## config.mk

```make
export PLATFORM = sky130hd
export DESIGN_NAME = halt_dump_unit
export DESIGN_NICKNAME = d
export VERILOG_FILES = /design/src/rtl/halt_dump_unit.sv
export SDC_FILE = /design/constraint.sdc
export NUM_CORES = 1
export LEC_CHECK = 0
export ABC_AREA = 1
export CAP_MARGIN = 20
export CORE_MARGIN = 4
export CORE_UTILIZATION = 30
export CTS_CLUSTER_SIZE = 12
export DETAILED_ROUTE_END_ITERATION = 10
export PLACE_DENSITY_LB_ADDON = 0.3
export REMOVE_ABC_BUFFERS = 1
export SLEW_MARGIN = 5
export SYNTH_ARGS = -nofsm -noshare
export SYNTH_HDL_FRONTEND = slang
export SYNTH_SLANG_ARGS = --single-unit
```

## constraint.sdc

```tcl
create_clock -name clk -period 5.4 [get_ports clk]
set_input_delay 1.08 -clock clk [delete_from_list [all_inputs] [get_ports clk]]
set_output_delay 1.08 -clock clk [all_outputs]
set_load 0.03 [all_outputs]
```

## src/rtl/halt_dump_unit.sv

```systemverilog
// Post-halt state dump: streams the register file then data memory over a
// valid/ready port, one word per cycle when the sink keeps ready high.
module halt_dump_unit #(
    parameter int NUM_REGS  = 32,
    parameter int MEM_WORDS = 1024,
    parameter int MAW       = 10
) (
    input  logic           clk,
    input  logic           rst,
    input  logic           halt,
    output logic [4:0]     rf_addr,
    input  logic [31:0]    rf_data,
    output logic [MAW-1:0] dm_addr,
    input  logic [31:0]    dm_data,
    output logic           out_valid,
    input  logic           out_ready,
    output logic [31:0]    out_data,
    output logic           out_sel,
    output logic           out_last,
    output logic           busy,
    output logic           done
);

    // One spare bit so the index can reach MEM_WORDS, marking memory exhausted
    localparam int IW = ((MAW > 5) ? MAW : 5) + 1;

    localparam logic [1:0] S_IDLE = 2'd0;
    localparam logic [1:0] S_REGS = 2'd1;
    localparam logic [1:0] S_MEM  = 2'd2;
    localparam logic [1:0] S_DONE = 2'd3;

    logic [1:0]    state_q, state_d;
    logic [IW-1:0] idx_q, idx_d;
    logic          valid_q, valid_d;
    logic [31:0]   data_q, data_d;
    logic          sel_q, sel_d;
    logic          last_q, last_d;
    logic          words_left;
    logic          load;

    always_comb begin
        state_d = state_q;
        idx_d   = idx_q;
        valid_d = valid_q;
        data_d  = data_q;
        sel_d   = sel_q;
        last_d  = last_q;

        words_left = (state_q == S_REGS) ||
                     ((state_q == S_MEM) && (idx_q != IW'(MEM_WORDS)));
        // Reload in the same cycle the current word drains, so no bubbles
        load = words_left && (!valid_q || out_ready);

        if (valid_q && out_ready) begin
            valid_d = 1'b0;
        end

        case (state_q)
            S_IDLE: begin
                if (halt) begin
                    state_d = S_REGS;
                    idx_d   = '0;
                end
            end
            S_REGS: begin
                if (load) begin
                    valid_d = 1'b1;
                    data_d  = rf_data;
                    sel_d   = 1'b0;
                    last_d  = 1'b0;
                    if (idx_q == IW'(NUM_REGS - 1)) begin
                        state_d = S_MEM;
                        idx_d   = '0;
                    end else begin
                        idx_d = idx_q + IW'(1);
                    end
                end
            end
            S_MEM: begin
                if (load) begin
                    valid_d = 1'b1;
                    data_d  = dm_data;
                    sel_d   = 1'b1;
                    last_d  = (idx_q == IW'(MEM_WORDS - 1));
                    idx_d   = idx_q + IW'(1);
                end else if (valid_q && out_ready && last_q) begin
                    state_d = S_DONE;
                end
            end
            S_DONE: begin
                if (!halt) begin
                    state_d = S_IDLE;
                end
            end
            default: state_d = S_IDLE;
        endcase
    end

    always_ff @(posedge clk or posedge rst) begin
        if (rst) begin
            state_q <= S_IDLE;
            idx_q   <= '0;
            valid_q <= 1'b0;
            data_q  <= '0;
            sel_q   <= 1'b0;
            last_q  <= 1'b0;
        end else begin
            state_q <= state_d;
            idx_q   <= idx_d;
            valid_q <= valid_d;
            data_q  <= data_d;
            sel_q   <= sel_d;
            last_q  <= last_d;
        end
    end

    assign rf_addr   = (state_q == S_REGS) ? idx_q[4:0] : '0;
    assign dm_addr   = (state_q == S_MEM) ? idx_q[MAW-1:0] : '0;
    assign out_valid = valid_q;
    assign out_data  = data_q;
    assign out_sel   = sel_q;
    assign out_last  = last_q;
    assign busy      = (state_q == S_REGS) || (state_q == S_MEM) || valid_q;
    assign done      = (state_q == S_DONE);

endmodule
```

# Word-level counts from Yosys, hierarchy flattened

Cells that the tools add are included.

Add/subtract/negate cells: 1
Equal/unequal tests: 13
Multiplexer cells: 25
Reductions and logical operators: 16

Operators with widths:

| operator                                                                 | count |
|---|---|
| 32-bit 2-to-1 mux                                                        | 2 |
| 32-bit case mux with 2 select lines                                      | 1 |
| 11-bit 2-to-1 mux                                                        | 4 |
| 11-bit case mux with 3 select lines                                      | 1 |
| 2-bit 2-to-1 mux                                                         | 6 |
| 11-bit by 1-bit adder with 11-bit output (second input constant)         | 1 |
| 11-bit by 10-bit equality test with 1-bit output (second input constant) | 1 |
| 11-bit by 5-bit equality test with 1-bit output (second input constant)  | 1 |
| 11-bit != test (second input constant)                                   | 1 |
| 10-bit 2-to-1 mux                                                        | 1 |
| 2-bit != test (second input constant)                                    | 5 |
| 2-bit case mux with 4 select lines                                       | 1 |
| 1-bit 2-to-1 mux                                                         | 6 |
| 6-bit AND reduction                                                      | 1 |
| 5-bit 2-to-1 mux                                                         | 1 |
| 2-bit equality test (second input constant)                              | 2 |
| 1-bit logical AND                                                        | 4 |
| 1-bit logical OR                                                         | 4 |
| 2-bit by 1-bit != test with 1-bit output (second input constant)         | 2 |
| 1-bit case mux with 2 select lines                                       | 2 |
| 4-bit AND reduction                                                      | 1 |
| 3-bit AND reduction                                                      | 1 |
| 3-bit nonzero test                                                       | 1 |
| 2-bit by 1-bit equality test with 1-bit output (second input constant)   | 1 |
| 4 further kinds                                                          | 4 |

Flip-flop bits (word level): 48
Input bits: 68
Output and inout bits: 52
Word-level logic and storage cells: 61

# Logic depth before layout (Yosys ltp)

Gate-level depths: netlist of the first run.

Depth in word-level cells: 6
Gate-level depth with buffers: 13
Mapped depth without buffers: 12

# Worst setup path before layout of the first run

Ideal clock, no wire load.

Path type: register -> output
Start: reg state_q[0]
End: out dm_addr[0]
Arrival time: 1.568 ns
Required time: 4.320 ns
Slack: 2.752 ns
Cell stages (with the launch flop): 7
Path buffers: 2
Cell sequence: dfrtp_1 -> inv_1 -> ha_1 -> clkbuf_1 -> clkbuf_1 -> nand2_1 -> inv_1

Longest elaborated chain between the ends: 2

Ends and longest elaborated chain:

| what                     | line | source |
|---|---|---|
| start: declaration       | 32   | `logic [1:0] state_q, state_d;` |
| start signal: assignment | 108  | `state_q <= state_d;` |
| 2-bit equality test      | 118  | `assign dm_addr = (state_q == S_MEM) ? idx_q[MAW-1:0] : '0;` |
| 10-bit 2-to-1 mux        | 118  |  |
| end: declaration         | 13   | `output logic [MAW-1:0] dm_addr,` |

No other way between the ends.

# Final worst setup path of the first run

Start: reg state_q[0]
End: out dm_addr[3]

The elaborated chain is that of the path after synthesis.

==> results of run 1 <==
## critical path, stage by stage, from the launching register on
cell and delay [ps]:
dfrtp_1 440, inv_1 100, ha_2 690, nand2_1 110, inv_1 90, clkdlybuf4s50_1 670
## cell usage after synthesis (2+ instances only)
master / instances / area (um2)
buf_2: 3 / 15.0
xor2_1: 3 / 26.3
buf_4: 3 / 22.5
nand3_1: 20 / 100
nand2_2: 3 / 18.8
inv_1: 33 / 124
nand2_1: 142 / 533
ha_1: 7 / 87.6
o211ai_1: 5 / 37.5
nor2_1: 20 / 75.1
nand4_1: 2 / 12.5
buf_6: 3 / 33.8
a21o_1: 2 / 15.0
o21ai_0: 5 / 25.0
o21ai_1: 2 / 10.0
or2_2: 32 / 200
a21oi_1: 4 / 20.0
inv_2: 2 / 7.51
clkbuf_1: 9 / 33.8
dfrtp_1: 48 / 1200
nor2_2: 2 / 12.5
buf_12: 4 / 80.1
o211ai_2: 30 / 375
## sequential cells by signal, summed over array words and instances (netlist names)
name,cells
out_valid,1
out_data,32
state_q,2
out_last,1
idx_q,11
out_sel,1
## layout make-up
cell class	instances	area, um2
tap	136	170
sequential	48	1200
fill	1055	5840
clock inverter	2	16.3
timing repair buffer	121	1220
multi-input combinational	286	1610
inverter	36	143
clock buffer	6	72.6
## power by group
| part | switching (uW) | total (uW) | internal (uW) |
|---|---|---|---|
| clock network | 129 | 221 | 92.5 |
| logic | 946 | 1480 | 536 |
| registers | 91.4 | 598 | 506 |
## routing by layer
layer  vias up  part of all wire, %
li1       1451                    -
met1      1306                   41
met4         0                 0.99
met5         -                    0
met2        96                   49
met3         7                  9.1
## per-stage QoR
stage	hold slack, ps	setup WS, ps	utilization, %	area, um2	power, uW
floorplan	493	1940	-	2960	1540
global placement	458	2310	42.1	4330	2090
detailed placement	463	2230	42.1	4330	2110
CTS	485	1890	43.0	4420	2340
global route	505	1730	43.2	4440	2490
finish	480	1910	43.2	4440	2300
## worst max path at each step
| stage | from | end | slack, ps | cells past startpoint |
|---|---|---|---|---|
| 2_1_floorplan | state_q[0] | dm_addr[0] | 1940 | 4 |
| 3_3_place_gp | state_q[0] | dm_addr[1] | 2310 | 5 |
| 4_1_cts | state_q[0] | dm_addr[3] | 1890 | 5 |
| 3_5_place_dp | state_q[0] | dm_addr[3] | 2230 | 5 |
| 5_1_grt | state_q[0] | dm_addr[8] | 1730 | 5 |
| 6_report | state_q[0] | dm_addr[3] | 1910 | 5 |
## cell families after synthesis
kind of cell / Yosys count
and+or+nand+nor: 225
buffers and inverters: 58
AOI/OAI and AO/OA: 50
DFF: 48
adders and majority gates: 7
xor gates and xnor gates: 4
==> reports/metrics.cfg, run 1 <==
[status]
status=complete, no violations

[setup_path]
worstSetupPathType=register to output port
timing.rr.end=idx_q[10]
r2r_cells=9
end_kind=output port
arrival_ps=2410
crit_required_ps=4320
crit_fanout=33
critical_path.startpoint_type=register
r2r_setup_slack_ps=2800
timing.rr.start=state_q[0]

[global_route]
grt_util_met3_pct=5.47
grt_pass1_vias=2867
met1_usage_pct=17.3
grt_overflow=0
grtUsageMet2_pct=25.4
antenna_found_initial=0
grt_max_degree=49
grt_busiest_layer=met2
grt_pass1_wl_mm=14.0
grt.total_usage_pct=14.7

[timing]
setup_viol=0
rsz0062_at_grt=false
worst_pin_slew_ps=778
period_needed_ps=3490
slew_headroom_pct=48.1
finalMaxSlewViolations=0
hold_viol_final=0
max_clock_freq_mhz=287
worst_clock_skew_ps=7.64
fin_setup_tns_ps=0
fin_crit_sh_pct=64.6

[synth]
synth_area_um2=3140
yosys.area_share.simple_pct=31.5
synth_compound_area_share_pct=15.9
synth_xor_xnor_area_share_pct=1.12
synth-seq-cells=48
synth_adder_area_share_pct=2.79
yosysSeqAreaShare_pct=38.2
synth-edff-count=0
ys.flop_type=dfrtp_1
synth.distinct_cells=31
ys.warnings.count=0
synthCells=392
async_flop_share_pct=100
synthMuxAreaShare_pct=0
synth_top_family_by_area=simple AND/OR/NAND/NOR gates
synth.avg_cell_area_um2=8.01

[floorplan]
die_h_um=110
die-area_um2=12200
rows=37
io_pins=120
die_x_um=110
coreArea_um2=10300
start_util_pct=30.6

[final_layout]
layout_commonest_cell=nand2_1
nNetsFinal=573
layout-drive-gt1-share_pct=17.0
n_antenna_cell=0
final_cell_mix=142 x nand2_1, 119 x clkdlybuf4s50_1, 48 x dfrtp_1
syn_to_final_growth_pct=41.2
stdcell_count=635

[route]
drt_iter0_markers=75
drt-vias-per-instance=4.50
drc=0
wl_per_cell_um=13.6
ant_nets=0
first_pass_iters=4
drt-total-wl_mm=8.67
vias=2860

[clock_network]
cts_hold_buf=0
cts_buffers=5
clk_latency_ps=300
htree_levels=2
clk_pin_slew_ps=100
tritoncts=built
ctsResizeCount=0
clockBufferDepth=2
cts_setup_buffers=0
clock-root-buffer=clkbuf_8
clock_sinks=48

[worst_hold_path]
min_to=out_sel
hp-class=register to register
min-delay-start=out_sel
holdPathStages=2

[run]
max_cap_violations=0

[place]
routabilityCongestion=0.804
port_buffers=119
dpl.cell_count=626
dp_hpwl_mm=6.33

[power_and_ir_drop]
ir_drop_v=0.000217
leakagePower_uw=0.00206
power_density_nw_per_um2=519

Power figures use the tool's default switching activity.
==> inputs of run 2 (changes only) <==
==> constraint.sdc (replaced) <==
create_clock -name clk -period 3.6 [get_ports clk]
set_input_delay 0.72 -clock clk [delete_from_list [all_inputs] [get_ports clk]]
set_output_delay 0.72 -clock clk [all_outputs]
set_load 0.03 [all_outputs]
==> run 2 against run 1 <==
Net effect: non-clock buffer count is 1 higher; register-to-register slack worse by 1800 ps; combinational power is 51% higher; global-route usage is 0.58 points lower; sequential power is 49% higher.
==> reports/metrics.cfg, run 2 (synthesis results as in run 1) <==
[final_layout]
final_cell_area_um2=4450
layout_commonest_cell=nand2_1
syn_to_final_growth_pct=41.8
nNetsFinal=574
multi_input_area_um2=1610
layout-drive-gt1-share_pct=17.4
largest_register_ff_count=32
nFillCells=1047
n_antenna_cell=0
final_cell_mix=142 x nand2_1, 119 x clkdlybuf4s50_1, 48 x dfrtp_1
seqCellArea_um2=1200

[clock_network]
clock_sinks=48
cts_buffers=5
htree_levels=2
tritoncts=built
cts_hold_buf=0
clk_pin_slew_ps=90
clock-root-buffer=clkbuf_8
clk_latency_ps=300
ctsResizeCount=0
clockBufferDepth=2
cts_setup_buffers=0

[power_and_ir_drop]
ir_drop_v=0.000361
power_density_nw_per_um2=776
p_total_uw=3460
leakagePower_uw=0.00208

[setup_path]
crit_path_cell_trace=inv_1 -> ha_1 -> nand2_1 -> inv_1 -> clkdlybuf4s50_1
end_kind=output port
cp_top_family=buffers and inverters
r2r_setup_slack_ps=980
cp_slowest_cell=clkdlybuf4s50_1
critical_path.startpoint_type=register
crit_required_ps=2880
slowest_delay_ps=660
path_buf_inv=3
crit_top_cell=inv_1
crit_fanout=18
arrival_ps=2260
worstSetupPathType=register to output port

[place]
postPlaceCellArea_um2=4330
pre_cts_ws_ps=899
port_buffers=119
dp_hpwl_mm=6.33
routabilityCongestion=0.793

[timing]
rsz0062_at_grt=false
fin_setup_tns_ps=0
setup_ws_ps=622
period_needed_ps=2980
finalMaxSlewViolations=0
max_clock_freq_mhz=336
slew_headroom_pct=43.2
fin_crit_sh_pct=82.7
hold_viol_final=0
worst_clock_skew_ps=12.8
setup_viol=0
worst_pin_slew_ps=852
whs_ps=485

[floorplan]
io_pins=120
die-area_um2=12200
die_h_um=110
start_util_pct=30.6
die_x_um=110
coreArea_um2=10300
rows=37

[route]
drt-vias-per-instance=4.53
drt-total-wl_mm=8.61
drc=0
vias=2883
drt_iter0_markers=97
wl_per_cell_um=13.5
first_pass_iters=4
ant_nets=0

[worst_hold_path]
hp-class=register to register

[global_route]
grt_overflow=0
antenna_found_initial=0
grt_max_degree=49
grt_pass1_wl_mm=13.6
grt.total_usage_pct=14.2
grt_pass1_vias=2758

[status]
status=complete, no violations

[run]
max_cap_violations=0

## run 2: changes by cell type in the layout (fill, tap and decap cells not counted), sizes merged
| cell | change |
|---|---|
| clkinv | +1 |
| buf | +1 |
| clkinvlp | -1 |
## run 2: routing by layer
metal,vias to the layer above,routed length [um],global-route usage [%]
met5,-,0,0
met4,0,63,3.08
met3,5,836,5.13
met2,107,4000,23.2
met1,1319,3710,18.0
li1,1452,-,-
## run 2: power by group
group / switching (uW) / internal (uW) / total [uW] / leakage (uW)
clock network: 181 / 154 / 335 / 0.0000510
logic: 1420 / 811 / 2230 / 0.00142
registers: 132 / 759 / 892 / 0.000608
## run 2: layout make-up
| cell class | count | area share, % |
|---|---|---|
| clock inverter | 2 | 0.225 |
| multi-input combinational | 286 | 36.2 |
| sequential | 48 | 27.0 |
| tap | 136 | 3.82 |
| inverter | 36 | 3.20 |
| clock buffer | 6 | 1.85 |
| timing repair buffer | 122 | 27.7 |
## run 2: through the flow
stage,utilization (%),instances
global placement,42.2,627
CTS,43.1,635
detailed placement,42.2,627
global route,43.3,636
floorplan,-,370
finish,43.3,636
## run 2: worst paths after layout
path | to | cells after the start | startpoint
max | rf_addr[1] | 5 | state_q[1]
min | out_data[29] | 2 | out_data[29]
max reg2reg | out_data[29] | 7 | state_q[0]
min reg2reg | out_data[29] | 2 | out_data[29]
max in group asynchronous | idx_q[4] | 3 | rst
min in group asynchronous | out_data[30] | 2 | rst
## run 2: tightest hold or removal path: stages (launching register included)
cell,delay [ps]
dfrtp_1,350
nand2_1,50
nand2_1,60
==> inputs of run 3 (changes only) <==
==> constraint.sdc (replaced) <==
create_clock -name clk -period 3 [get_ports clk]
set_input_delay 0.6 -clock clk [delete_from_list [all_inputs] [get_ports clk]]
set_output_delay 0.6 -clock clk [all_outputs]
set_load 0.03 [all_outputs]
==> run 3 against run 2 <==
Net effect: critical path depth is the same; cell count rose by 0.31%; sequential share of layout area is essentially flat; total power increased by 21%; die area is the same; combinational power increased by 21%; via count grew 0.14%; wire length fell by 0.37%; worst setup slack lost 380 ps; critical path type unchanged; critical endpoint is now dm_addr[8]; largest cell class unchanged; highest routed layer unchanged.
==> reports/metrics.cfg, run 3 (synthesis results as in run 1) <==
[setup_path]
critical_path.startpoint_type=register
worstSetupPathType=register to output port
r2r_setup_slack_ps=520
crit_fanout=25
timing.rr.end=idx_q[10]
timing.rr.start=state_q[1]
end_kind=output port
arrival_ps=2160
cp-startpoint=state_q[0]
crit_required_ps=2400
r2r_cells=10
worstSetupEndpoint=dm_addr[8]

[final_layout]
n_antenna_cell=0
layout-drive-gt1-share_pct=17.5
layout_commonest_cell=nand2_1
stdcell_count=638
final_cell_area_um2=4450
nFillCells=1065
largest_register_ff_count=32
syn_to_final_growth_pct=41.7
final_cell_mix=142 x nand2_1, 119 x clkdlybuf4s50_1, 48 x dfrtp_1
nNetsFinal=576

[route]
drt-total-wl_mm=8.57
drt_iter0_markers=95
vias=2887
wl_per_cell_um=13.4
drt-vias-per-instance=4.53
first_pass_iters=4
drc=0
ant_nets=0

[status]
status=complete, no violations

[clock_network]
ctsResizeCount=0
cts_buffers=5
clk_pin_slew_ps=80
clockBufferDepth=2
tritoncts=built
clock-root-buffer=clkbuf_8
cts_hold_buf=0
cts_setup_buffers=0
clock_sinks=48
htree_levels=2
clk_latency_ps=300

[floorplan]
die-area_um2=12200
io_pins=120
coreArea_um2=10300
die_h_um=110
start_util_pct=30.6
rows=37
die_x_um=110

[timing]
worst_pin_slew_ps=818
slew_headroom_pct=45.4
worst_clock_skew_ps=7.55
finalMaxSlewViolations=0
hold_viol_final=0
rsz0062_at_grt=false
fin_crit_sh_pct=92.0
setup_ws_ps=240
setup_viol=0
max_clock_freq_mhz=362
whs_ps=479
period_needed_ps=2760

[place]
routabilityCongestion=0.817
dp_hpwl_mm=6.43
postPlaceCellArea_um2=4360
pre_cts_ws_ps=504
port_buffers=119
dpl.cell_count=630

[power_and_ir_drop]
power_density_nw_per_um2=939
leakagePower_uw=0.00208
p_total_uw=4180
ir_drop_v=0.000415

[global_route]
grt_pass1_vias=2888
grt.total_usage_pct=14.8
grt_pass1_wl_mm=14.0
grt_overflow=0
grt_max_degree=39
antenna_found_initial=0

[run]
max_cap_violations=0

[worst_hold_path]
hp-class=register to register

-- run 3: changes by cell type in the layout (fill, tap and decap cells not counted), sizes merged --
cell / change
clkinvlp: +1
clkinv: -2
buf: +2
clkbuf: +1
-- run 3: critical path, cell delays in order (launching register included) --
cell and delay (ps):
dfrtp_1 440, inv_1 100, ha_2 500, nand2_1 90, inv_1 70, clkdlybuf4s50_1 660
-- run 3: final cells by class --
type | instances | area, um2 | area share (%)
multi-input combinational | 286 | 1610 | 36.3
tap | 136 | 170 | 3.82
clock buffer | 7 | 86.3 | 1.94
inverter | 36 | 143 | 3.20
sequential | 48 | 1200 | 27.0
timing repair buffer | 124 | 1230 | 27.6
clock inverter | 1 | 7.51 | 0.169
-- run 3: worst min-delay path by stage --
stage	start	end	cells after the start
floorplan	idx_q[9]	idx_q[9]	2
global placement	out_sel	out_sel	2
detailed placement	out_sel	out_sel	2
CTS	out_sel	out_sel	2
global route	out_data[11]	out_data[11]	2
finish	out_sel	out_sel	2
-- run 3: per-stage QoR --
step                      setup TNS [ps]  utilization (%)
after global routing                   0             43.3
after global placement                 0             42.4
after detailed placement               0             42.4
final                                  0             43.3
after CTS                              0             43.3
after floorplan                   -14470                -
-- run 3: per-layer routing --
| layer | up-vias | wire length (um) | global-route usage, % |
|---|---|---|---|
| met5 | - | 0 | 0 |
| met4 | 0 | 140 | 4.66 |
| met3 | 14 | 881 | 5.94 |
| met2 | 105 | 4020 | 24.4 |
| met1 | 1314 | 3530 | 17.7 |
| li1 | 1454 | - | - |
-- run 3: where the power goes --
group,switching (uW),internal (uW)
registers,161,911
clock network,220,188
logic,1700,995
